===== src/rtl/async_fifo_wptr_ctl.sv =====
// async_fifo_wptr_ctl
// Write-domain pointer and flag controller for an asynchronous FIFO.
// Produces the binary RAM write address and the Gray write pointer for CDC.
// Also produces registered full, almost-full and fill-level flags. These are
// derived from the read pointer after it has been synchronised into wclk_i.
//
// Optional feature macro: WPTR_OVERFLOW_EN
//   When defined, a sticky overflow flag and a saturating rejected-write
//   counter are built. When undefined, both outputs are tied to 0 and
//   ovf_clr_i is ignored.
//
// Ports:
//   wclk_i           write clock
//   wrst_n_i         asynchronous active-low reset
//   wen              write request
//   rptr_sync2_wrclk Gray read pointer, synchronised into wclk_i
//   af_thresh_i      almost-full level threshold (0 disables the level term)
//   ovf_clr_i        clears overflow status
//   wr_ack           combinational RAM write enable (wen & ~fifo_full)
//   wr_addr          binary RAM write address
//   wptr_g           registered Gray write pointer to the read domain
//   fifo_full        registered full flag
//   fifo_almost_full registered almost-full flag
//   wr_level         registered write-side fill level, 0..2**ADDRSIZE
//   overflow         sticky flag for writes attempted while full
//   ovf_count        saturating count of rejected writes
module async_fifo_wptr_ctl #(
  parameter int unsigned ADDRSIZE  = 4,
  parameter int unsigned OVF_CNT_W = 8
) (
  input  logic                 wclk_i,
  input  logic                 wrst_n_i,
  input  logic                 wen,
  input  logic [ADDRSIZE:0]    rptr_sync2_wrclk,
  input  logic [ADDRSIZE:0]    af_thresh_i,
  input  logic                 ovf_clr_i,
  output logic                 wr_ack,
  output logic [ADDRSIZE-1:0]  wr_addr,
  output logic [ADDRSIZE:0]    wptr_g,
  output logic                 fifo_full,
  output logic                 fifo_almost_full,
  output logic [ADDRSIZE:0]    wr_level,
  output logic                 overflow,
  output logic [OVF_CNT_W-1:0] ovf_count
);

  localparam int unsigned PW = ADDRSIZE + 1;

  logic [PW-1:0] r_wbin;
  logic [PW-1:0] r_wptr_g;
  logic [PW-1:0] r_level;
  logic          r_full;
  logic          r_afull;

  logic          w_wr_ack;
  logic          w_ovf_evt;
  logic [PW-1:0] w_wbin_next;
  logic [PW-1:0] w_wgray_next;
  logic [PW-1:0] w_rbin_sync;
  logic [PW-1:0] w_level_next;
  logic [PW-1:0] w_full_cmp;
  logic          w_full_next;
  logic          w_afull_next;

  // Writes are accepted only while not full; a write attempted while full is an overflow event.
  assign w_wr_ack  = wen & ~r_full;
  assign w_ovf_evt = wen & r_full;

  assign w_wbin_next  = r_wbin + PW'(w_wr_ack);
  assign w_wgray_next = (w_wbin_next >> 1) ^ w_wbin_next;

  // Gray to binary: each bit is the XOR of itself and every higher Gray bit.
  always_comb begin
    w_rbin_sync = '0;
    for (int i = 0; i < int'(PW); i++) begin
      w_rbin_sync[i] = ^(rptr_sync2_wrclk >> i);
    end
  end

  assign w_level_next = w_wbin_next - w_rbin_sync;

  // In Gray code, full means the top two bits are inverted and the rest match.
  assign w_full_cmp   = {~rptr_sync2_wrclk[PW-1:PW-2], rptr_sync2_wrclk[PW-3:0]};
  assign w_full_next  = (w_wgray_next == w_full_cmp);
  assign w_afull_next = w_full_next |
                        ((af_thresh_i != '0) && (w_level_next >= af_thresh_i));

  // Pointer and flag registers. The flags are computed from next-state
  // values, so they update on the same edge as the write.
  always_ff @(posedge wclk_i or negedge wrst_n_i) begin
    if (!wrst_n_i) begin
      r_wbin   <= '0;
      r_wptr_g <= '0;
      r_level  <= '0;
      r_full   <= 1'b0;
      r_afull  <= 1'b0;
    end else begin
      r_wbin   <= w_wbin_next;
      r_wptr_g <= w_wgray_next;
      r_level  <= w_level_next;
      r_full   <= w_full_next;
      r_afull  <= w_afull_next;
    end
  end

  assign wr_ack           = w_wr_ack;
  assign wr_addr          = r_wbin[ADDRSIZE-1:0];
  assign wptr_g           = r_wptr_g;
  assign fifo_full        = r_full;
  assign fifo_almost_full = r_afull;
  assign wr_level         = r_level;

`ifdef WPTR_OVERFLOW_EN
  logic                 r_overflow;
  logic [OVF_CNT_W-1:0] r_ovf_count;

  // Sticky overflow status. A new event takes priority over a clear in
  // the same cycle.
  always_ff @(posedge wclk_i or negedge wrst_n_i) begin
    if (!wrst_n_i) begin
      r_overflow  <= 1'b0;
      r_ovf_count <= '0;
    end else begin
      if (w_ovf_evt) begin
        r_overflow <= 1'b1;
      end else if (ovf_clr_i) begin
        r_overflow <= 1'b0;
      end
      if (ovf_clr_i) begin
        r_ovf_count <= OVF_CNT_W'(w_ovf_evt);
      end else if (w_ovf_evt && (r_ovf_count != '1)) begin
        r_ovf_count <= r_ovf_count + OVF_CNT_W'(1);
      end
    end
  end

  assign overflow  = r_overflow;
  assign ovf_count = r_ovf_count;
`else
  logic w_unused_ovf;
  assign w_unused_ovf = ovf_clr_i | w_ovf_evt;
  assign overflow     = 1'b0;
  assign ovf_count    = '0;
`endif

endmodule


===== config.mk =====
export PLATFORM = sky130hd
export DESIGN_NAME = async_fifo_wptr_ctl
export DESIGN_NICKNAME = d
export VERILOG_FILES = /design/src/rtl/async_fifo_wptr_ctl.sv
export SDC_FILE = /design/constraint.sdc
export NUM_CORES = 1
export LEC_CHECK = 0
export BUFFER_PORTS_ARGS = -buffer_cell sky130_fd_sc_hd__clkbuf_2
export CELL_PAD_IN_SITES_DETAIL_PLACEMENT = 1
export CELL_PAD_IN_SITES_GLOBAL_PLACEMENT = 2
export CORE_AREA = 2 2 66 68
export DETAILED_ROUTE_END_ITERATION = 8
export DIE_AREA = 0 0 68 70
export PLACE_DENSITY = 0.81
export SLEW_MARGIN = 20
export SYNTH_ARGS = -nofsm -noshare
export SYNTH_HDL_FRONTEND = slang
export SYNTH_SLANG_ARGS = --single-unit

===== constraint.sdc =====
create_clock -name wclk_i -period 2.9 [get_ports wclk_i]
set_clock_uncertainty 0.15 [all_clocks]
set_input_delay 0.435 -clock wclk_i [delete_from_list [all_inputs] [get_ports wclk_i]]
set_output_delay 0.435 -clock wclk_i [all_outputs]
set_load 0.01 [all_outputs]

==> summary.txt, run 1 <==
Placed design
  – Number of input and output port buffers inserted: 29
  – Final HPWL DP: 1980 um
  – Final weighted congestion in routability-driven placement: between 0.7 and 0.8
  – Setup Slack @ Placement: -0.362 ns
  – Cell count after placement: 187
  – Area after DPL: 0.00141 mm2

Synth
  – Compound-gate portion of the synthesized area: under 10%
  – Post-synthesis adder-cell area fraction: 13.8%
  – Multiplexer area fraction after synthesis: 0%
  – Post-synthesis cell type with the largest combined area: sky130_fd_sc_hd__dfrtp_1
  – Synth top area cells: sky130_fd_sc_hd__dfrtp_1 (38%), sky130_fd_sc_hd__ha_1 (12%), sky130_fd_sc_hd__xnor2_1 (7.5%)
  – Yosys Warn Count: 0
  – Syn Std Cell Area: between 0.001 and 0.0015 mm2
  – Number of synthesized register bits: 16
  – Distinct cell type count after synthesis: 26
  – Share of the synthesized area in the top cell type: 38.1%
  – Post-synthesis area per instance: 11.9 um2
  – XOR/XNOR Fraction of Synth Area: 24.6%
  – Synth Area in Simple Gates: 7.27%
  – Cells after synthesis: 88
  – Proportion of synthesized chip area in sequential cells: 38.1%
  – Combinational family with the most area after synthesis: XOR/XNOR gates

Setup path
  – Arr. time, crit path: approximately 2.8 ns
  – Worst setup path category: input port to flop
  – Worst-path cell chain: buf_8, xnor2_4, xor2_2, xor2_2, xnor2_1, ha_2, fa_2, inv_2, ha_4, a21o_1, a21o_1, a211oi_2, o22ai_1
  – Crit path capture: fifo_almost_full
  – Launch point of the worst reg-to-reg path: fifo_full
  – Worst-case reg-to-reg path depth: 10
  – CP startpoint kind: input port
  – Worst-path cell with the longest stage delay: sky130_fd_sc_hd__fa_2
  – Delay of the slowest cell on the worst path: 0.45 ns
  – Crit Path Max Fanout: 2
  – Flop-to-flop setup slack: 0.09 ns
  – Required arrival time at the worst endpoint: 2.88 ns
  – Endpoint of the lowest-slack register-to-register path: fifo_almost_full
  – Critical path endpoint category: flop
  – Launching element of the worst setup path: rptr_sync2_wrclk[4]

Timing
  – Min Clock Period, post-route: 2.84 ns
  – Worst-case setup margin in the final layout: 0.0574 ns
  – Hold Violations, Final: 0
  – Crit share post-route: 98.0%
  – Setup TNS: 0 ns
  – Highest Clock Rate: between 0.3 and 0.4 GHz
  – Count of final max-slew check failures: 0
  – Unrepaired setup endpoints after global routing: yes
  – Final count of negative-setup-slack endpoints: 0

Clock tree
  – Buffer levels on the longest clock path: 2
  – Total clock buffers created by CTS: 3
  – TritonCTS clock tree: done
  – Number of levels in the clock H-tree: 1
  – Worst-path clk slew: 0.06 ns
  – Clock network latency to the later pin of the worst-skew pair: 0.25 ns
  – CTS Sinks: 16
  – Cell at the root of the clock tree: sky130_fd_sc_hd__clkbuf_8

Die
  – Core outline area: 0.00414 mm2
  – Area of the die: 0.00476 mm2
  – Horizontal extent of the die: 68 um
  – Effective utilization at floorplan: between 20% and 30%
  – Boundary Pins: 40
  – Cell row count: 24
  – Die height: 70 um

Power and ir drop
  – Total power density per cell area: between 1000 and 1500 mW/mm2
  – Net switching power: 0.000857 W
  – Internal power: 0.00138 W
  – Comb pwr share: 72.5%
  – Largest vdd supply drop: 352 uV
  – Clock network fraction of design power: slightly below 9%
  – Switching power as a share of total power: a little under two fifths
  – Sequential fraction of design power: a little under a fifth
  – Leak Pwr: ~0.8 nW

Run
  – MaxCap Viol Count: 0

Drt
  – First-iteration detailed-routing DRC count: 11
  – Antenna-violating nets left: 0
  – Drt total wl: 2450 um
  – Vias: 799
  – Number of search-and-repair iterations in the first detailed-routing pass: 3
  – Via density per instance: about 4
  – DRC violation count after routing: 0
  – Per-cell routed wire length: 12.5 um

Global route
  – Largest net degree at the start of global routing: 17
  – Final global-route overflow total: 0
  – GRT Total Usage: 11.2%
  – Global-route wire length before repair: 4060 um
  – Number of global-route vias before repair: 923
  – Number of antenna violations at the first check in global routing: 0

Final layout
  – Most frequent cells in the layout: sky130_fd_sc_hd__clkbuf_2 (27), sky130_fd_sc_hd__buf_4 (23), sky130_fd_sc_hd__dfrtp_1 (16)
  – Count of nets after finishing: 170
  – Number of antenna cells inserted: 0
  – Layout Cells excl Fill: 196
  – Most common cell after layout, fill and taps aside: sky130_fd_sc_hd__clkbuf_2
  – Growth of design area from synthesis to finish: 47.8%
  – Share of cells above drive strength 1: 49.3%
  – Summed area of non-filler cells in the final layout: ~0.0016 mm2

Min path
  – Worst hold path type: input port to flop
  – Startpoint of the worst hold path: af_thresh_i[2]

Run status
  – Result of the run: finished clean
-- cell usage after synthesis --
master,number
sky130_fd_sc_hd__or3_1,1
sky130_fd_sc_hd__xor3_1,1
sky130_fd_sc_hd__nor2_1,1
sky130_fd_sc_hd__a211o_1,1
sky130_fd_sc_hd__a21o_1,2
sky130_fd_sc_hd__xnor2_2,1
sky130_fd_sc_hd__dfrtp_1,16
sky130_fd_sc_hd__and2_1,1
sky130_fd_sc_hd__a221oi_1,2
sky130_fd_sc_hd__nor2b_1,2
sky130_fd_sc_hd__xor2_1,7
sky130_fd_sc_hd__or4_1,1
sky130_fd_sc_hd__and4_2,1
sky130_fd_sc_hd__nand2b_1,1
sky130_fd_sc_hd__inv_1,10
sky130_fd_sc_hd__fa_1,1
sky130_fd_sc_hd__nand3_1,2
sky130_fd_sc_hd__xnor2_1,9
sky130_fd_sc_hd__buf_4,9
sky130_fd_sc_hd__ha_1,10
sky130_fd_sc_hd__conb_1,1
sky130_fd_sc_hd__nor2b_4,1
sky130_fd_sc_hd__xor2_2,2
sky130_fd_sc_hd__a211oi_1,1
sky130_fd_sc_hd__o22ai_1,2
sky130_fd_sc_hd__xnor3_1,2
-- stage by stage --
stage / power, W / hold slack [ns] / utilization (%)
2_1_floorplan: 0.00129 / -0.0106 / -
3_3_place_gp: 0.00183 / 0.221 / 34.0
3_5_place_dp: 0.00188 / 0.234 / 34.0
4_1_cts: 0.00221 / 0.366 / 36.9
5_1_grt: 0.00246 / 0.396 / 37.4
6_report: 0.00224 / 0.360 / 37.4
-- registers in the layout, summed over array words and instances, names as in the netlist --
name,count
r_wbin,5
fifo_almost_full,1
fifo_full,1
wptr_g,4
wr_level,5
-- final cells by class --
class | instances | area, um2
clock buffer | 4 | 55.1
fill | 488 | 2590
inverter | 10 | 37.5
multi-input combinational | 61 | 649
sequential | 16 | 400
tap | 52 | 65.1
timing repair buffer | 53 | 344
-- power by group through the flow --
stage          clock, W  sequential [W]  combinational (W)
2_1_floorplan         0        0.000482           0.000811
3_3_place_gp          0        0.000417            0.00142
3_5_place_dp          0        0.000427            0.00146
4_1_cts        0.000200        0.000423            0.00159
5_1_grt        0.000209        0.000431            0.00182
6_report       0.000196        0.000418            0.00162
-- metal layers --
metal | GRT usage, % | part of all wire, % | up-vias
met5 | 0 | 0 | -
met4 | 2.67 | 1.1 | 0
met3 | 1.45 | 5.8 | 3
met2 | 20.9 | 54 | 27
met1 | 13.0 | 39 | 390
li1 | - | - | 379
-- repair_timing --
action	CTS	global route
resized for setup	7	5
cloned	0	0
endpoints found under the setup margin	1	1
hold buffers	1	0
hold endpoints to repair	16	0
pin swaps	5	6
buffers inserted	3	1
-- cell families (layout without fill, tap and decap cells) --
logic type,count (synthesis),count (layout)
xor+xnor,22,22
buf+inv,19,67
simple gates,11,11
fa+ha+maj,11,11
compound gates,8,8
flops,16,16
other cells,1,9
-- how the worst min path moves through the flow --
| stage | cells past startpoint | to | slack, ns |
|---|---|---|---|
| after detailed placement | 1 | r_wbin[1] | 0.23 |
| after CTS | 3 | fifo_almost_full | 0.37 |
| after floorplan | 0 | fifo_almost_full | -0.01 |
| final | 3 | fifo_almost_full | 0.36 |
| after global placement | 1 | r_wbin[2] | 0.22 |
| after global routing | 3 | fifo_almost_full | 0.40 |
-- worst max-delay path, delay by kind of cell --
kind,cells,cell delay (ns)
buffers and inverters,2,0.19
adders and majority gates,3,0.86
AOI/OAI and AO/OA,4,0.57
xor gates and xnor gates,4,0.75
No activity file was read; power rests on OpenSTA's default activity.
==> run 2, diff against run 1 <==
PLACE_DENSITY = default   (was 0.81)
PLACE_DENSITY_LB_ADDON = 0.1   (was default)
==> summary.txt, run 2 (synthesis results as in run 1) <==
Die
  – Die height: 70 um
  – Cell row count: 24
  – Boundary Pins: 40
  – Horizontal extent of the die: 68 um
  – Core outline area: 0.00414 mm2
  – Effective utilization at floorplan: 25.3%
  – Area of the die: 0.00476 mm2

Final layout
  – Most frequent cells in the layout: sky130_fd_sc_hd__clkbuf_2 (27), sky130_fd_sc_hd__buf_4 (26), sky130_fd_sc_hd__dfrtp_1 (16)
  – Most common cell after layout, fill and taps aside: sky130_fd_sc_hd__clkbuf_2
  – Growth of design area from synthesis to finish: 50.7%
  – Count of nets after finishing: 173
  – Number of fill cells in the layout: 484
  – Share of the core filled with cells: 38.2%
  – Number of antenna cells inserted: 0
  – Share of cells above drive strength 1: 51.0%
  – Summed area of non-filler cells in the final layout: 0.00158 mm2
  – Layout Cells excl Fill: 199

Global route
  – Largest net degree at the start of global routing: 17
  – Final global-route overflow total: 0
  – Number of antenna violations at the first check in global routing: 0
  – Number of global-route vias before repair: 875
  – GRT Total Usage: 11.9%
  – Global-route wire length before repair: 4170 um

Timing
  – Min Clock Period, post-route: around 2.8 ns
  – Count of final max-slew check failures: 0
  – Highest Clock Rate: 0.355 GHz
  – Crit share post-route: 97.2%
  – Hold WS: 0.372 ns
  – Final count of negative-setup-slack endpoints: 0
  – Unrepaired setup endpoints after global routing: yes
  – Hold Violations, Final: 0

Clock tree
  – Total clock buffers created by CTS: 3
  – CTS Sinks: 16
  – Cell at the root of the clock tree: sky130_fd_sc_hd__clkbuf_8
  – Buffer levels on the longest clock path: 2
  – Clock network latency to the later pin of the worst-skew pair: 0.25 ns
  – Worst-path clk slew: 0.06 ns
  – Number of levels in the clock H-tree: 1
  – TritonCTS clock tree: done

Drt
  – Per-cell routed wire length: 12.2 um
  – Number of search-and-repair iterations in the first detailed-routing pass: 2
  – Drt total wl: 2420 um
  – Via density per instance: 4.05
  – Vias: approximately 810
  – DRC violation count after routing: 0
  – Antenna-violating nets left: 0
  – First-iteration detailed-routing DRC count: 7

Placed design
  – Final weighted congestion in routability-driven placement: 0.671
  – Final HPWL DP: roughly 2000 um
  – Area after DPL: 0.00144 mm2
  – Cell count after placement: approximately 190
  – Number of input and output port buffers inserted: 29

Min path
  – End point of the worst hold path: fifo_almost_full
  – Startpoint of the worst hold path: af_thresh_i[2]
  – Worst hold path type: input port to flop
  – Number of instances on the worst hold path: 3

Power and ir drop
  – Largest vdd supply drop: 530 uV
  – Total power density per cell area: 1420 mW/mm2
  – Leak Pwr: 0.818 nW

Setup path
  – Critical path endpoint category: flop
  – Crit Path Max Fanout: 2
  – Arr. time, crit path: around 2.8 ns
  – Endpoint of the lowest-slack register-to-register path: fifo_almost_full
  – Flop-to-flop setup slack: ~0.11 ns
  – Worst-case reg-to-reg path depth: 10
  – Worst setup path category: input port to flop
  – Required arrival time at the worst endpoint: 2.88 ns
  – Launch point of the worst reg-to-reg path: fifo_full
  – CP startpoint kind: input port

Run status
  – Result of the run: finished clean

Run
  – MaxCap Viol Count: 0
==> run 2: cell count changes in the layout (fill, tap and decap cells not counted) <==
cell / before / now
sky130_fd_sc_hd__buf_4: 23 / 26
sky130_fd_sc_hd__a221oi_1: 1 / 0
sky130_fd_sc_hd__a221oi_2: 1 / 2
sky130_fd_sc_hd__ha_1: 8 / 7
sky130_fd_sc_hd__ha_2: 1 / 2
sky130_fd_sc_hd__nor2b_1: 1 / 2
sky130_fd_sc_hd__nor2b_2: 1 / 0
sky130_fd_sc_hd__o22ai_1: 1 / 2
sky130_fd_sc_hd__o22ai_2: 1 / 0
sky130_fd_sc_hd__xnor2_1: 9 / 8
sky130_fd_sc_hd__xnor2_2: 0 / 1
==> run 2: repair_timing <==
action | 4_1_cts | 5_1_grt
endpoints found under the hold margin | 16 | 0
setup endpoints to repair | 1 | 1
gates resized for setup | 5 | 8
setup buffers | 3 | 0
hold buffers | 1 | 0
gates cloned | 0 | 0
pin swaps | 5 | 3
==> run 2: layout make-up <==
cell class | instances | area, um2 | area share (%)
multi-input cells | 61 | 657 | 41.5
flip-flops and latches | 16 | 400 | 25.3
repair buffers | 56 | 367 | 23.2
well taps | 52 | 65.1 | 4.11
clock buffers | 4 | 55.1 | 3.48
inverters | 10 | 37.5 | 2.37
==> run 2: metrics by stage <==
stage,setup WS (ns),setup TNS (ns),power [W]
global route,-0.0800,-0.0800,0.00249
global placement,-0.289,-0.289,0.00189
CTS,0.0128,0,0.00223
detailed placement,-0.310,-0.310,0.00191
finish,0.0805,0,0.00225
floorplan,-0.0109,-0.0109,0.00129
==> run 2: per-layer routing <==
| layer | GRT usage [%] | routed length [um] | up-vias |
|---|---|---|---|
| met3 | 2.42 | 128 | 2 |
| met5 | 0 | 0 | - |
| met2 | 18.8 | 1240 | 21 |
| li1 | - | - | 388 |
| met1 | 15.7 | 1020 | 394 |
| met4 | 4.67 | 30 | 0 |
==> run 2: worst max-delay path, stage by stage <==
cell and delay [ns]:
sky130_fd_sc_hd__buf_8 0.11, sky130_fd_sc_hd__xnor2_4 0.18, sky130_fd_sc_hd__xor2_2 0.22, sky130_fd_sc_hd__xor2_2 0.19
sky130_fd_sc_hd__xnor2_1 0.14, sky130_fd_sc_hd__ha_2 0.21, sky130_fd_sc_hd__fa_2 0.44, sky130_fd_sc_hd__inv_2 0.09
sky130_fd_sc_hd__ha_4 0.19, sky130_fd_sc_hd__a21o_1 0.15, sky130_fd_sc_hd__a21o_1 0.17, sky130_fd_sc_hd__a211oi_2 0.17
sky130_fd_sc_hd__o22ai_1 0.09
==> run 2: how the worst max path moves through the flow <==
stage                             start                to  slack, ns  cells past startpoint
finish              rptr_sync2_wrclk[4]  fifo_almost_full       0.08                     13
global route        rptr_sync2_wrclk[4]  fifo_almost_full      -0.08                     13
CTS                           fifo_full  fifo_almost_full       0.01                     10
detailed placement  rptr_sync2_wrclk[3]  fifo_almost_full      -0.31                     13
global placement    rptr_sync2_wrclk[3]  fifo_almost_full      -0.29                     12
floorplan           rptr_sync2_wrclk[3]  fifo_almost_full      -0.01                     12
==> run 2: power by group <==
part	total [W]	internal, W	switching, W
logic	0.00164	0.000915	0.000721
registers	0.000411	0.000354	0.0000575
clock network	0.000201	0.000120	0.0000810
total	0.00225	0.00139	0.000859
